File: config.mk
export PLATFORM = sky130hd
export DESIGN_NAME = fft_index_reorder_flat
export DESIGN_NICKNAME = d
export VERILOG_FILES = /design/src/rtl/fft_pkg.sv /design/src/rtl/fft_index_reorder_if.sv /design/src/rtl/bitrev_net.sv /design/src/rtl/fft_index_reorder.sv /design/src/flat_wrapper.sv
export SDC_FILE = /design/constraint.sdc
export NUM_CORES = 1
export LEC_CHECK = 0
export CORE_UTILIZATION = 38
export CTS_BUF_LIST = sky130_fd_sc_hd__clkbuf_4 sky130_fd_sc_hd__clkbuf_8
export CTS_CLUSTER_DIAMETER = 200
export DETAILED_ROUTE_END_ITERATION = 8
export PLACE_DENSITY = 0.81
export SLEW_MARGIN = 20
export SYNTH_ARGS = -nofsm -noshare
export SYNTH_HDL_FRONTEND = slang
export SYNTH_HIERARCHICAL = 1
export SYNTH_SLANG_ARGS = --single-unit
File: constraint.sdc
create_clock -name clk -period 1.73 [get_ports clk]
set_input_delay 0.2595 -clock clk [delete_from_list [all_inputs] [get_ports clk]]
set_output_delay 0.2595 -clock clk [all_outputs]
set_load 0.01 [all_outputs]
File: src/rtl/fft_pkg.sv
// Shared definitions for the FFT index reorder block.
//   IDX_WIDTH   : default index width (frame length 2^IDX_WIDTH)
//   idx_t       : index type at the default width
//   gen_state_e : sweep generator states
//   bitrev      : reference bit-reverse for any width up to 16
package fft_pkg;

  localparam int IDX_WIDTH = 9;

  typedef logic [IDX_WIDTH-1:0] idx_t;

  typedef enum logic {
    ST_IDLE = 1'b0,
    ST_RUN  = 1'b1
  } gen_state_e;

  // Reverses the low w bits of x; bits at or above w come back as 0.
  function automatic logic [15:0] bitrev(input logic [15:0] x, input int unsigned w);
    logic [15:0] r;
    r = '0;
    for (int unsigned i = 0; i < 16; i++) begin
      if (i < w) r[i] = x[w-1-i];
    end
    return r;
  endfunction

endpackage

File: src/rtl/fft_index_reorder_if.sv
// Signal bundle for fft_index_reorder.
//   slave  : the reorder unit (takes indices and gen_start, drives the results)
//   master : the user (drives indices and gen_start, takes the results)
interface fft_index_reorder_if #(
  parameter int IDX_WIDTH = fft_pkg::IDX_WIDTH
);
  logic [IDX_WIDTH-1:0] original_idx;
  logic [IDX_WIDTH-1:0] reorder_idx;
  logic                 in_valid;
  logic [IDX_WIDTH-1:0] reorder_idx_q;
  logic                 out_valid;
  logic                 gen_start;
  logic                 gen_busy;
  logic [IDX_WIDTH-1:0] gen_nat_idx;
  logic [IDX_WIDTH-1:0] gen_rev_idx;
  logic                 gen_valid;
  logic                 gen_done;

  modport slave (
    input  original_idx, in_valid, gen_start,
    output reorder_idx, reorder_idx_q, out_valid,
           gen_busy, gen_nat_idx, gen_rev_idx, gen_valid, gen_done
  );

  modport master (
    output original_idx, in_valid, gen_start,
    input  reorder_idx, reorder_idx_q, out_valid,
           gen_busy, gen_nat_idx, gen_rev_idx, gen_valid, gen_done
  );
endinterface

File: src/rtl/bitrev_net.sv
// Pure bit-reversal wiring: o_idx[i] = i_idx[W-1-i].
//   i_idx : natural-order index
//   o_idx : bit-reversed index
module bitrev_net #(
  parameter int W = fft_pkg::IDX_WIDTH
) (
  input  logic [W-1:0] i_idx,
  output logic [W-1:0] o_idx
);
  for (genvar gi = 0; gi < W; gi++) begin : g_bit
    assign o_idx[gi] = i_idx[W-1-gi];
  end
endmodule

File: src/rtl/fft_index_reorder.sv
// Bit-reversal index unit for the radix-2 FFT reorder buffer.
// Three paths: combinational mapping, registered mapping with valid,
// and a self-running generator that sweeps every index of a frame.
//   clk : clock, rising edge
//   rst : synchronous active-high reset
//   bus : fft_index_reorder_if.slave (indices, valids, generator controls)
module fft_index_reorder
  import fft_pkg::*;
#(
  parameter int IDX_WIDTH = fft_pkg::IDX_WIDTH
) (
  input  logic                   clk,
  input  logic                   rst,
  fft_index_reorder_if.slave     bus
);

  localparam logic [IDX_WIDTH-1:0] CNT_MAX = '1;

  // Direct / registered path
  logic [IDX_WIDTH-1:0] w_rev;
  logic [IDX_WIDTH-1:0] r_rev_q;
  logic                 r_out_valid;

  bitrev_net #(.W(IDX_WIDTH)) u_rev_direct (
    .i_idx (bus.original_idx),
    .o_idx (w_rev)
  );

  // reorder_idx_q updates every edge regardless of in_valid; out_valid qualifies it.
  always_ff @(posedge clk) begin
    if (rst) begin
      r_rev_q     <= '0;
      r_out_valid <= 1'b0;
    end else begin
      r_rev_q     <= w_rev;
      r_out_valid <= bus.in_valid;
    end
  end

  assign bus.reorder_idx   = w_rev;
  assign bus.reorder_idx_q = r_rev_q;
  assign bus.out_valid     = r_out_valid;

  // Sweep generator
  gen_state_e           r_state, w_state_next;
  logic [IDX_WIDTH-1:0] r_cnt, w_cnt_next;
  logic                 w_run;
  logic [IDX_WIDTH-1:0] w_gen_nat;
  logic [IDX_WIDTH-1:0] w_gen_rev;

  always_ff @(posedge clk) begin
    if (rst) begin
      r_state <= ST_IDLE;
      r_cnt   <= '0;
    end else begin
      r_state <= w_state_next;
      r_cnt   <= w_cnt_next;
    end
  end

  // gen_start is only looked at in IDLE, so pulses during RUN (including the
  // final step) never restart the sweep.
  always_comb begin
    w_state_next = r_state;
    w_cnt_next   = r_cnt;
    case (r_state)
      ST_IDLE: begin
        w_cnt_next = '0;
        if (bus.gen_start) w_state_next = ST_RUN;
      end
      ST_RUN: begin
        if (r_cnt == CNT_MAX) begin
          w_state_next = ST_IDLE;
          w_cnt_next   = '0;
        end else begin
          w_cnt_next = r_cnt + 1'b1;
        end
      end
      default: begin
        w_state_next = ST_IDLE;
        w_cnt_next   = '0;
      end
    endcase
  end

  assign w_run     = (r_state == ST_RUN);
  // Force outputs to zero outside a sweep.
  assign w_gen_nat = w_run ? r_cnt : '0;

  bitrev_net #(.W(IDX_WIDTH)) u_rev_gen (
    .i_idx (w_gen_nat),
    .o_idx (w_gen_rev)
  );

  assign bus.gen_busy    = w_run;
  assign bus.gen_valid   = w_run;
  assign bus.gen_nat_idx = w_gen_nat;
  assign bus.gen_rev_idx = w_gen_rev;
  assign bus.gen_done    = w_run && (r_cnt == CNT_MAX);

endmodule

File: src/flat_wrapper.sv
// flat-port wrapper written by rule: the top's interface ports become plain ports
module fft_index_reorder_flat import fft_pkg::*;
#(
  parameter int IDX_WIDTH = fft_pkg::IDX_WIDTH
)
  (clk, rst, bus_original_idx, bus_in_valid, bus_gen_start, bus_reorder_idx, bus_reorder_idx_q, bus_out_valid, bus_gen_busy, bus_gen_nat_idx, bus_gen_rev_idx, bus_gen_valid, bus_gen_done);
  fft_index_reorder_if #(.IDX_WIDTH(IDX_WIDTH)) bus_i ();
  input  logic clk;
  input  logic rst;
  input wire logic [$bits(bus_i.original_idx)-1:0] bus_original_idx;
  input wire logic [$bits(bus_i.in_valid)-1:0] bus_in_valid;
  input wire logic [$bits(bus_i.gen_start)-1:0] bus_gen_start;
  output wire logic [$bits(bus_i.reorder_idx)-1:0] bus_reorder_idx;
  output wire logic [$bits(bus_i.reorder_idx_q)-1:0] bus_reorder_idx_q;
  output wire logic [$bits(bus_i.out_valid)-1:0] bus_out_valid;
  output wire logic [$bits(bus_i.gen_busy)-1:0] bus_gen_busy;
  output wire logic [$bits(bus_i.gen_nat_idx)-1:0] bus_gen_nat_idx;
  output wire logic [$bits(bus_i.gen_rev_idx)-1:0] bus_gen_rev_idx;
  output wire logic [$bits(bus_i.gen_valid)-1:0] bus_gen_valid;
  output wire logic [$bits(bus_i.gen_done)-1:0] bus_gen_done;
  assign bus_i.original_idx = bus_original_idx;
  assign bus_i.in_valid = bus_in_valid;
  assign bus_i.gen_start = bus_gen_start;
  assign bus_reorder_idx = bus_i.reorder_idx;
  assign bus_reorder_idx_q = bus_i.reorder_idx_q;
  assign bus_out_valid = bus_i.out_valid;
  assign bus_gen_busy = bus_i.gen_busy;
  assign bus_gen_nat_idx = bus_i.gen_nat_idx;
  assign bus_gen_rev_idx = bus_i.gen_rev_idx;
  assign bus_gen_valid = bus_i.gen_valid;
  assign bus_gen_done = bus_i.gen_done;
  fft_index_reorder #(.IDX_WIDTH(IDX_WIDTH)) u_core (.clk(clk), .rst(rst), .bus(bus_i));
endmodule
# Word level (Yosys, flattened, before mapping)
# Cells that the tools add are included.
# word_totals
reg_bits	20
input_bits	13
# classes
addsub	1
n_eq_ne	1
mux	6
n_bitwise	1
n_reduce_logical	1
# ops
cell	count
9-bit two-way mux	2
9-bit case mux with 2 select lines	1
9-bit by 1-bit adder with 9-bit output, second input constant	1
9-bit equality test, second input constant	1
1-bit two-way mux	2
1-bit case mux with 2 select lines	1
1-bit logical AND	1
1-bit inverter	1

# Depth between registers and ports, before layout
# Gate-level depths: netlist (run 1).
# depth
ltp_word	3
depth_mapped	7

# Cells and area by module
# The synthesis (run 1) kept the hierarchy.
# by_module_without_submodules
module	n_inst	cells_per_inst	area_each_um2
fft_index_reorder	1	77	747.0
bitrev_net	2	9	67.6

# Worst setup path after synthesis (run 1)
# OpenSTA, ideal clock, no wires.
# synth_timing
path_type	reg-to-output
startpoint	register u_core.r_cnt[0]
endpoint	output bus_gen_done
arrival_time_ps	1056
t_required_ps	1470
setup_slack_ps	414
stages_incl_launch_ff	6
path_cell_list	dfxtp_1 ha_1 nand3_1 nor2_1 ha_1 and2_1
# synth_via
elab_chain_cells	2
# synth_lines
item	line	rtl
from (decl)	fft_index_reorder.sv:46	logic [IDX_WIDTH-1:0] r_cnt, w_cnt_next;
from (signal assigned)	fft_index_reorder.sv:57	r_cnt <= w_cnt_next;
9-bit equality test	fft_index_reorder.sv:99	assign bus.gen_done = w_run && (r_cnt == CNT_MAX);
1-bit logical AND	fft_index_reorder.sv:99	
to (decl)	flat_wrapper.sv:20	output wire logic [$bits(bus_i.gen_done)-1:0] bus_gen_done;
# No other way between the ends.

# Final worst setup path (run 1)
# Ends and elaborated chain as after synthesis.

==> results of run 1 <==
==> what timing repair did <==
item | in CTS | in global routing
setup endpoints to repair | 18 | 6
setup buffers | 0 | 1
hold buffers | 0 | 0
gates resized for setup | 19 | 16
pin swaps | 0 | 2
==> state kept, by name (all words and copies together) (netlist names) <==
name / count
u_core/bus.reorder_idx_q: 9
u_core/r_cnt: 9
u_core/bus.gen_busy: 1
u_core/bus.out_valid: 1
==> report_power, final <==
group          total, mW  leakage (nW)  switching (mW)  internal, mW
combinational      0.134         0.532          0.0483        0.0859
clock              0.264        0.0210           0.136         0.128
sequential         0.482         0.167         0.00541         0.477
total              0.880         0.720           0.189         0.691
==> final timing paths <==
path	start	end	slack [ns]	cells after the start
min	u_core/r_cnt[6]	u_core/r_cnt[6]	0.50	2
min reg2reg	u_core/r_cnt[6]	u_core/r_cnt[6]	0.50	2
max	u_core/r_cnt[0]	bus_gen_done	0.09	6
max reg2reg	u_core/r_cnt[0]	u_core/r_cnt[5]	0.14	9
==> cells by family (layout without fill, tap and decap cells) <==
logic type / Yosys count / in the layout / synth area share (%)
DFF: 20 / 20 / 45.4
adders and majority gates: 2 / 2 / 2.84
xor gates and xnor gates: 3 / 3 / 2.98
AOI/OAI and AO/OA: 6 / 6 / 3.40
buffers and inverters: 23 / 70 / 17.9
muxes: 1 / 1 / 1.13
and+or+nand+nor: 40 / 40 / 26.4
==> layer usage <==
layer,track usage [%],vias to the layer above
met2,24.9,45
li1,-,380
met1,17.3,340
met5,0,-
met3,4.24,2
met4,8.57,0
==> final cells by class <==
type / count / area share (%)
timing repair buffer: 64 / 42.1
sequential: 20 / 28.2
multi-input combinational: 52 / 24.2
clock buffer: 4 / 2.51
tap: 28 / 2.43
inverter: 2 / 0.520
==> worst register-to-register path: cells and delay by family (launching register included) <==
kind | cells | cell delay, ns
AO/OA/AOI/OAI | 1 | 0.20
adder cells (fa/ha/maj) | 2 | 0.34
buffers and inverters | 3 | 0.30
flip-flops | 1 | 0.35
AND/OR/NAND/NOR | 3 | 0.32
==> stage by stage <==
step | setup WS (ns) | util [%]
CTS | 0.000225 | 63.3
detailed placement | -0.0193 | 62.5
global route | 0.0132 | 65.9
floorplan | 0.414 | -
global placement | 0.0137 | 62.5
finish | 0.0858 | 65.9
==> cells in the final DEF (no fill, tap or decap), drive strengths merged <==
cell	Yosys	routed
xnor2	1	1
nor3b	1	1
inv	2	2
mux2i	1	1
buf	19	13
o21ai	3	3
xor2	2	2
dlygate4sd2	0	13
a21oi	3	3
ha	2	2
dlymetal6s2s	0	5
and2	12	12
nand2	2	2
nor2	6	6
or3	3	3
clkdlybuf4s50	0	33
nand4	1	1
nand3	5	5
nor2b	10	10
clkbuf	2	4
dfxtp	20	20
==> metrics.csv, run 1 <==
metric,value,unit
Hold WS,0.499,ns
Yosys cell types,19,
drt total wl,1.73,mm
initial core utilization,40.3,%
pin count of the biggest net entering global routing,12,
first-pass GRT wire length,2.86,mm
setup TNS,0,ns
DR WL/cell,10.2,um
most frequent cell after synthesis,dfxtp_1,
M1 wire length,662,um
met3 WL,221,um
deepest clock path buffer count,2,
final setup fails,0,
HPWL after detailed placement,1.39,mm
synth cell count leaders,"20 x dfxtp_1, 19 x buf_4, 11 x and2_1",
Power Total,0.880,mW
Final Hold Viols,0,
FMAX,608,MHz
Post-Syn Nets,110,
WP data required,1.47,ns
Seq cells post-synth,20,
Min-Delay Path Class,reg -> reg,
Sink Count,20,
crit share post-route,95.0,%
Residual DRC,0,
filler instances,190,
grt total ovfl,0,
top cell family by delay on the critical path,flip-flops,
Worst-Skew Late Latency,0.29,ns
ratio of cells with drive above 1 in the final layout,21.1,%
port bufs,52,
die area,2520,um2
# diodes,0,
Placed Instance Area,1370,um2
First-pass DRT Iterations,4,
Register Area,408,um2
RSZ-0062 raised after global routing,yes,
placed insts,165,
Setup crit start kind,flip-flop,
status,completed,
"Reg clk slew, reported paths",0.11,ns
Max Cap Viol,0,
Final nets,158,
register area share after synthesis,45.4,%
CTS root buffer,clkbuf_4,
"top cells by area, synth","dfxtp_1 45%, buf_4 16%, and2_1 7.8%",
Worst EP arrival,1.38,ns
GPL Wtd Cong,0.759,
Post-synth EDFFs,0,
Area Overhead vs Synth,63.7,%
Final min period,1.64,ns
top_reg_cell synth,dfxtp_1,
Cell Pwr Density,610,nW/um2
Syn. warnings,6,
vias in the first global route,713,
Lkg Pwr,0.720,nW
core area,2190,um2
Tot GR Track Use,15.1,%
Final Max Slew Viols,0,
Synth area leader,dfxtp_1,
critical path cell sequence,ha_4 > nand3_2 > nor2_2 > ha_2 > and2_4 > buf_6,
initial antenna violation count,0,
drt initial violations,4,
drt via density,4.51,
worst vdd ir,0.000505,V
Final ANT Viol Nets,0,
syn avg cell area,9.29,um2
# IOs,53,
Relative slew margins,80.4,%
chip height,50.2,um
clock skew,0.00552,ns
Non-Filler Instances,170,
max layer used,met4,
CP max stage cell,dfxtp_2,
peak fanout along the critical path,2,
"Async S/R FF share, synth",0,%
Die W,50.2,um
Synth top area share,45.4,%
metal2 WL,841,um
Multi-input gate area,349,um2
cell area after layout,1440,um2
vias,767,
Worst-Margin Slew,0.293,ns
critical path class,reg -> out,
CTS tree,yes,
Post-Synthesis Cells,95,
mapped cell area,882,um2
max incr delay on CP,0.37,ns
CP Capture Type,output pin,
clock buffer count from CTS,3,
Rows,17,
H-tree depth,1,
crit path buf inv count,1,
Note: power is estimated with default switching activity, not from simulation.
==> run 2: changes to the inputs <==
Settings changed: TNS_END_PERCENT from default to 10.
==> metrics.csv, run 2 (synthesis results as in run 1) <==
metric,value,unit
Final nets,157,
peak fanout along the critical path,2,
# IOs,53,
Most common cell on crit path,ha_1,
Area Overhead vs Synth,59.3,%
initial antenna violation count,0,
CP max stage cell,dfxtp_2,
deepest clock path buffer count,2,
Cell Pwr Density,626,nW/um2
Worst-Margin Slew,0.284,ns
crit path buf inv count,1,
"Hold-fix buffers, CTS",0,
Tot GR Track Use,15.1,%
"Reg clk slew, reported paths",0.11,ns
DR WL/cell,10.1,um
Rows,17,
Final Hold Viols,0,
RSZ-0062 raised after global routing,yes,
fin worst setup slack,0.0605,ns
worst vdd ir,0.000505,V
CTS root buffer,clkbuf_4,
chip height,50.2,um
Relative slew margins,81.0,%
max incr delay on CP,0.34,ns
grt total ovfl,0,
FMAX,599,MHz
Residual DRC,0,
Multi-input gate area,324,um2
WP data required,1.47,ns
clock buffer count from CTS,3,
CP Capture Type,output pin,
postcts setup bufs,0,
HPWL after detailed placement,1.39,mm
Final ANT Viol Nets,0,
clock skew,0.00617,ns
Worst-Skew Late Latency,0.30,ns
drt initial violations,7,
GPL Wtd Cong,0.759,
Worst EP arrival,1.41,ns
ratio of cells with drive above 1 in the final layout,17.0,%
Min-Delay Path Class,reg -> reg,
pin count of the biggest net entering global routing,12,
Worst Hold End,u_core/r_cnt[6],
Register Area,408,um2
RR Endpoint,u_core/r_cnt[5],
vias,757,
Post-CTS Resized,19,
drt via density,4.48,
top cell family by delay on the critical path,adder cells,
first-pass GRT wire length,2.86,mm
R2R Setup Slk,0.21,ns
dpl ws,-0.0193,ns
First-pass DRT Iterations,4,
# diodes,0,
critical path class,reg -> out,
core area,2190,um2
Die W,50.2,um
"leading cell type in the layout, fill and taps excluded",clkdlybuf4s50_1,
filler instances,198,
Placed Instance Area,1370,um2
vias in the first global route,713,
worst reg2reg path depth,8,
critical path cell sequence,ha_1 > nand3_1 > nor2_1 > ha_1 > and2_1 > buf_2,
port bufs,52,
die area,2520,um2
initial core utilization,40.3,%
cell area after layout,1410,um2
reg-to-reg startpoint,u_core/r_cnt[0],
most frequent cells in the layout,"33 x clkdlybuf4s50_1, 14 x dfxtp_1, 13 x dlygate4sd2_1, 11 x buf_4, 11 x and2_1",
Sink Count,20,
CTS tree,yes,
Hold Path Origin,u_core/r_cnt[6],
status,completed,
Lkg Pwr,0.718,nW
Final Max Slew Viols,0,
crit share post-route,96.5,%
final setup fails,0,
Setup crit start kind,flip-flop,
drt total wl,1.71,mm
Power Total,0.879,mW
Final min period,1.67,ns
H-tree depth,1,
WHS Path Cells,2,
Max Cap Viol,0,
-- run 2: how the worst max path moves through the flow --
stage                         from                 end  cells after the start
5_1_grt            u_core/r_cnt[0]        bus_gen_done                      6
6_report           u_core/r_cnt[0]        bus_gen_done                      6
4_1_cts        u_core/bus.gen_busy  bus_gen_rev_idx[6]                      3
2_1_floorplan      u_core/r_cnt[0]        bus_gen_done                      5
3_3_place_gp       u_core/r_cnt[0]        bus_gen_done                      6
3_5_place_dp       u_core/r_cnt[1]        bus_gen_done                      6
-- run 2: metal layers --
layer  GRT usage, %  part of all wire, %  up-vias
li1               -                    -      378
met1           17.3                   38      332
met2           24.9                   48       45
met3           4.24                   13        2
met4           8.57                 0.47        0
met5              0                    0        -
-- run 2: final cells by class --
class | instances | area share (%)
sequential | 20 | 29.0
multi-input combinational | 52 | 23.1
timing repair buffer | 63 | 42.3
inverter | 2 | 0.534
clock buffer | 4 | 2.58
tap | 28 | 2.49
-- run 2: metrics by stage --
step                util (%)  setup TNS (ns)  std cells  hold slack, ns
finish                  64.1               0        169           0.500
global route            64.1         -0.0619        169           0.489
CTS                     63.3               0        169           0.489
detailed placement      62.5         -0.0193        165           0.505
global placement        62.5               0        165           0.482
floorplan                  -               0         95           0.331
-- run 2: worst register-to-register path, delay by kind of cell, from the launching register on --
family          cells  cell delay, ns
fa+ha+maj           2            0.39
compound gates      1            0.19
simple gates        3            0.34
flops               1            0.34
buf+inv             2            0.20
-- run 2: report_power, final --
group | internal [mW] | switching (mW) | total [mW]
logic | 0.0856 | 0.0479 | 0.133
clock network | 0.128 | 0.136 | 0.265
registers | 0.477 | 0.00460 | 0.481
total | 0.690 | 0.189 | 0.879
==> run 3: changes to the inputs <==
Settings changed: SKIP_LAST_GASP from default to 1.
==> metrics.csv, run 3 (synthesis results as in run 1) <==
metric,value,unit
status,finished with violations,
failing checks,negative setup slack,
top cell family by delay on the critical path,buffers and inverters,
critical path class,reg -> out,
# IOs,53,
port bufs,52,
Lkg Pwr,0.584,nW
die area,2520,um2
Clk pwr share,30.0,%
max incr delay on CP,0.54,ns
initial core utilization,40.3,%
Power Total,0.880,mW
CP max stage cell,clkdlybuf4s50_1,
Final min period,1.73,ns
DR WL/cell,10.0,um
drt total wl,1.70,mm
H-tree depth,1,
critical path cell sequence,buf_4 > and2_1 > clkdlybuf4s50_1,
core area,2190,um2
# diodes,0,
drt via density,4.48,
first-pass GRT wire length,2.86,mm
Post-Route Utilization,64.9,%
Relative slew margins,81.0,%
GPL Wtd Cong,0.759,
setup TNS,-0.00105,ns
crit share post-route,100,%
initial antenna violation count,0,
Worst EP arrival,1.47,ns
Final Max Slew Viols,0,
Worst-Margin Slew,0.284,ns
vias,761,
final setup fails,1,
sequential power share,54.7,%
Residual DRC,0,
CP Capture Type,output pin,
chip height,50.2,um
power share of the combinational group,15.3,%
Final Hold Viols,0,
Max Cap Viol,0,
Int Pwr,0.691,mW
Multi-input gate area,332,um2
drt initial violations,7,
First-pass DRT Iterations,4,
pin count of the biggest net entering global routing,12,
Final nets,158,
ratio of cells with drive above 1 in the final layout,17.6,%
CTS tree,yes,
deepest clock path buffer count,2,
FMAX,578,MHz
Sink Count,20,
Die W,50.2,um
Min-Delay Path Class,reg -> reg,
WP data required,1.47,ns
"Reg clk slew, reported paths",0.11,ns
Area Overhead vs Synth,61.1,%
grt total ovfl,0,
Rows,17,
worst vdd ir,0.000505,V
Cell Pwr Density,619,nW/um2
Net Sw Frac,21.4,%
Worst-Skew Late Latency,0.29,ns
vias in the first global route,713,
"leading cell type in the layout, fill and taps excluded",clkdlybuf4s50_1,
RSZ-0062 raised after global routing,yes,
Tot GR Track Use,15.1,%
CTS root buffer,clkbuf_4,
Final ANT Viol Nets,0,
peak fanout along the critical path,8,
most frequent cells in the layout,"49 x clkdlybuf4s50_1, 17 x dfxtp_1, 12 x buf_4, 11 x and2_1, 10 x nor2b_1",
Register Area,404,um2
HPWL after detailed placement,1.39,mm
clock skew,0.00559,ns
fin worst setup slack,-0.00105,ns
sw power,0.188,mW
Setup crit start kind,flip-flop,
clock buffer count from CTS,3,
crit path buf inv count,2,
filler instances,189,
-- run 3: cell count changes in the layout (fill, tap and decap cells not counted), sizes merged --
cell / previous run / this run
clkdlybuf4s50: 33 / 49
dlymetal6s2s: 5 / 1
dlygate4sd2: 13 / 1
buf: 12 / 13
-- run 3: worst register-to-register path, stage by stage, from the launching register on --
cell     delay [ns]
dfxtp_2        0.34
ha_2           0.17
nand3_1        0.09
nor2_2         0.05
ha_2           0.17
buf_4          0.12
buf_4          0.12
inv_1          0.06
nand3_1        0.21
a21oi_1        0.19
-- run 3: routing by layer --
layer	vias to the layer above	share of wire (%)	global-route usage [%]
met5	-	0	0
met4	0	0.47	8.57
met3	2	12	4.24
met2	45	49	24.9
met1	333	38	17.3
li1	381	-	-
-- run 3: power by group through the flow --
stage | logic (mW) | clock network (mW) | registers, mW
after floorplan | 0.0484 | 0 | 0.501
after global placement | 0.134 | 0 | 0.491
after detailed placement | 0.135 | 0 | 0.492
after CTS | 0.136 | 0.281 | 0.481
after global routing | 0.144 | 0.295 | 0.484
final | 0.135 | 0.264 | 0.481
-- run 3: final timing paths --
| path | start | to | slack (ns) | depth (start not counted) |
|---|---|---|---|---|
| setup / recovery | u_core/bus.gen_busy | bus_gen_rev_idx[2] | -0.001 | 3 |
| hold / removal | u_core/r_cnt[6] | u_core/r_cnt[6] | 0.50 | 2 |
| setup reg to reg | u_core/r_cnt[0] | u_core/r_cnt[5] | 0.13 | 9 |
| hold reg to reg | u_core/r_cnt[6] | u_core/r_cnt[6] | 0.50 | 2 |
-- run 3: what timing repair did --
action | CTS | global route
hold buffers | 0 | 0
setup endpoints to repair | 18 | 18
pin swaps | 0 | 2
gates resized for setup | 5 | 7
buffers inserted | 0 | 1
-- run 3: through the flow --
step	hold slack [ns]	worst slack [ns]	std cells	instance area, um2
final	0.500	-0.00105	170	1420
after global routing	0.489	-0.108	170	1420
after CTS	0.489	-0.0520	169	1410
after detailed placement	0.505	-0.0193	165	1370
after global placement	0.482	0.0137	165	1370
after floorplan	0.331	0.414	95	882
-- run 3: cell type report --
cell class,count,share of cell area (%)
repair buffers,64,42.7
multi-input cells,52,23.3
clock buffers,4,2.55
well taps,28,2.46
inverters,2,0.528
flip-flops and latches,20,28.4
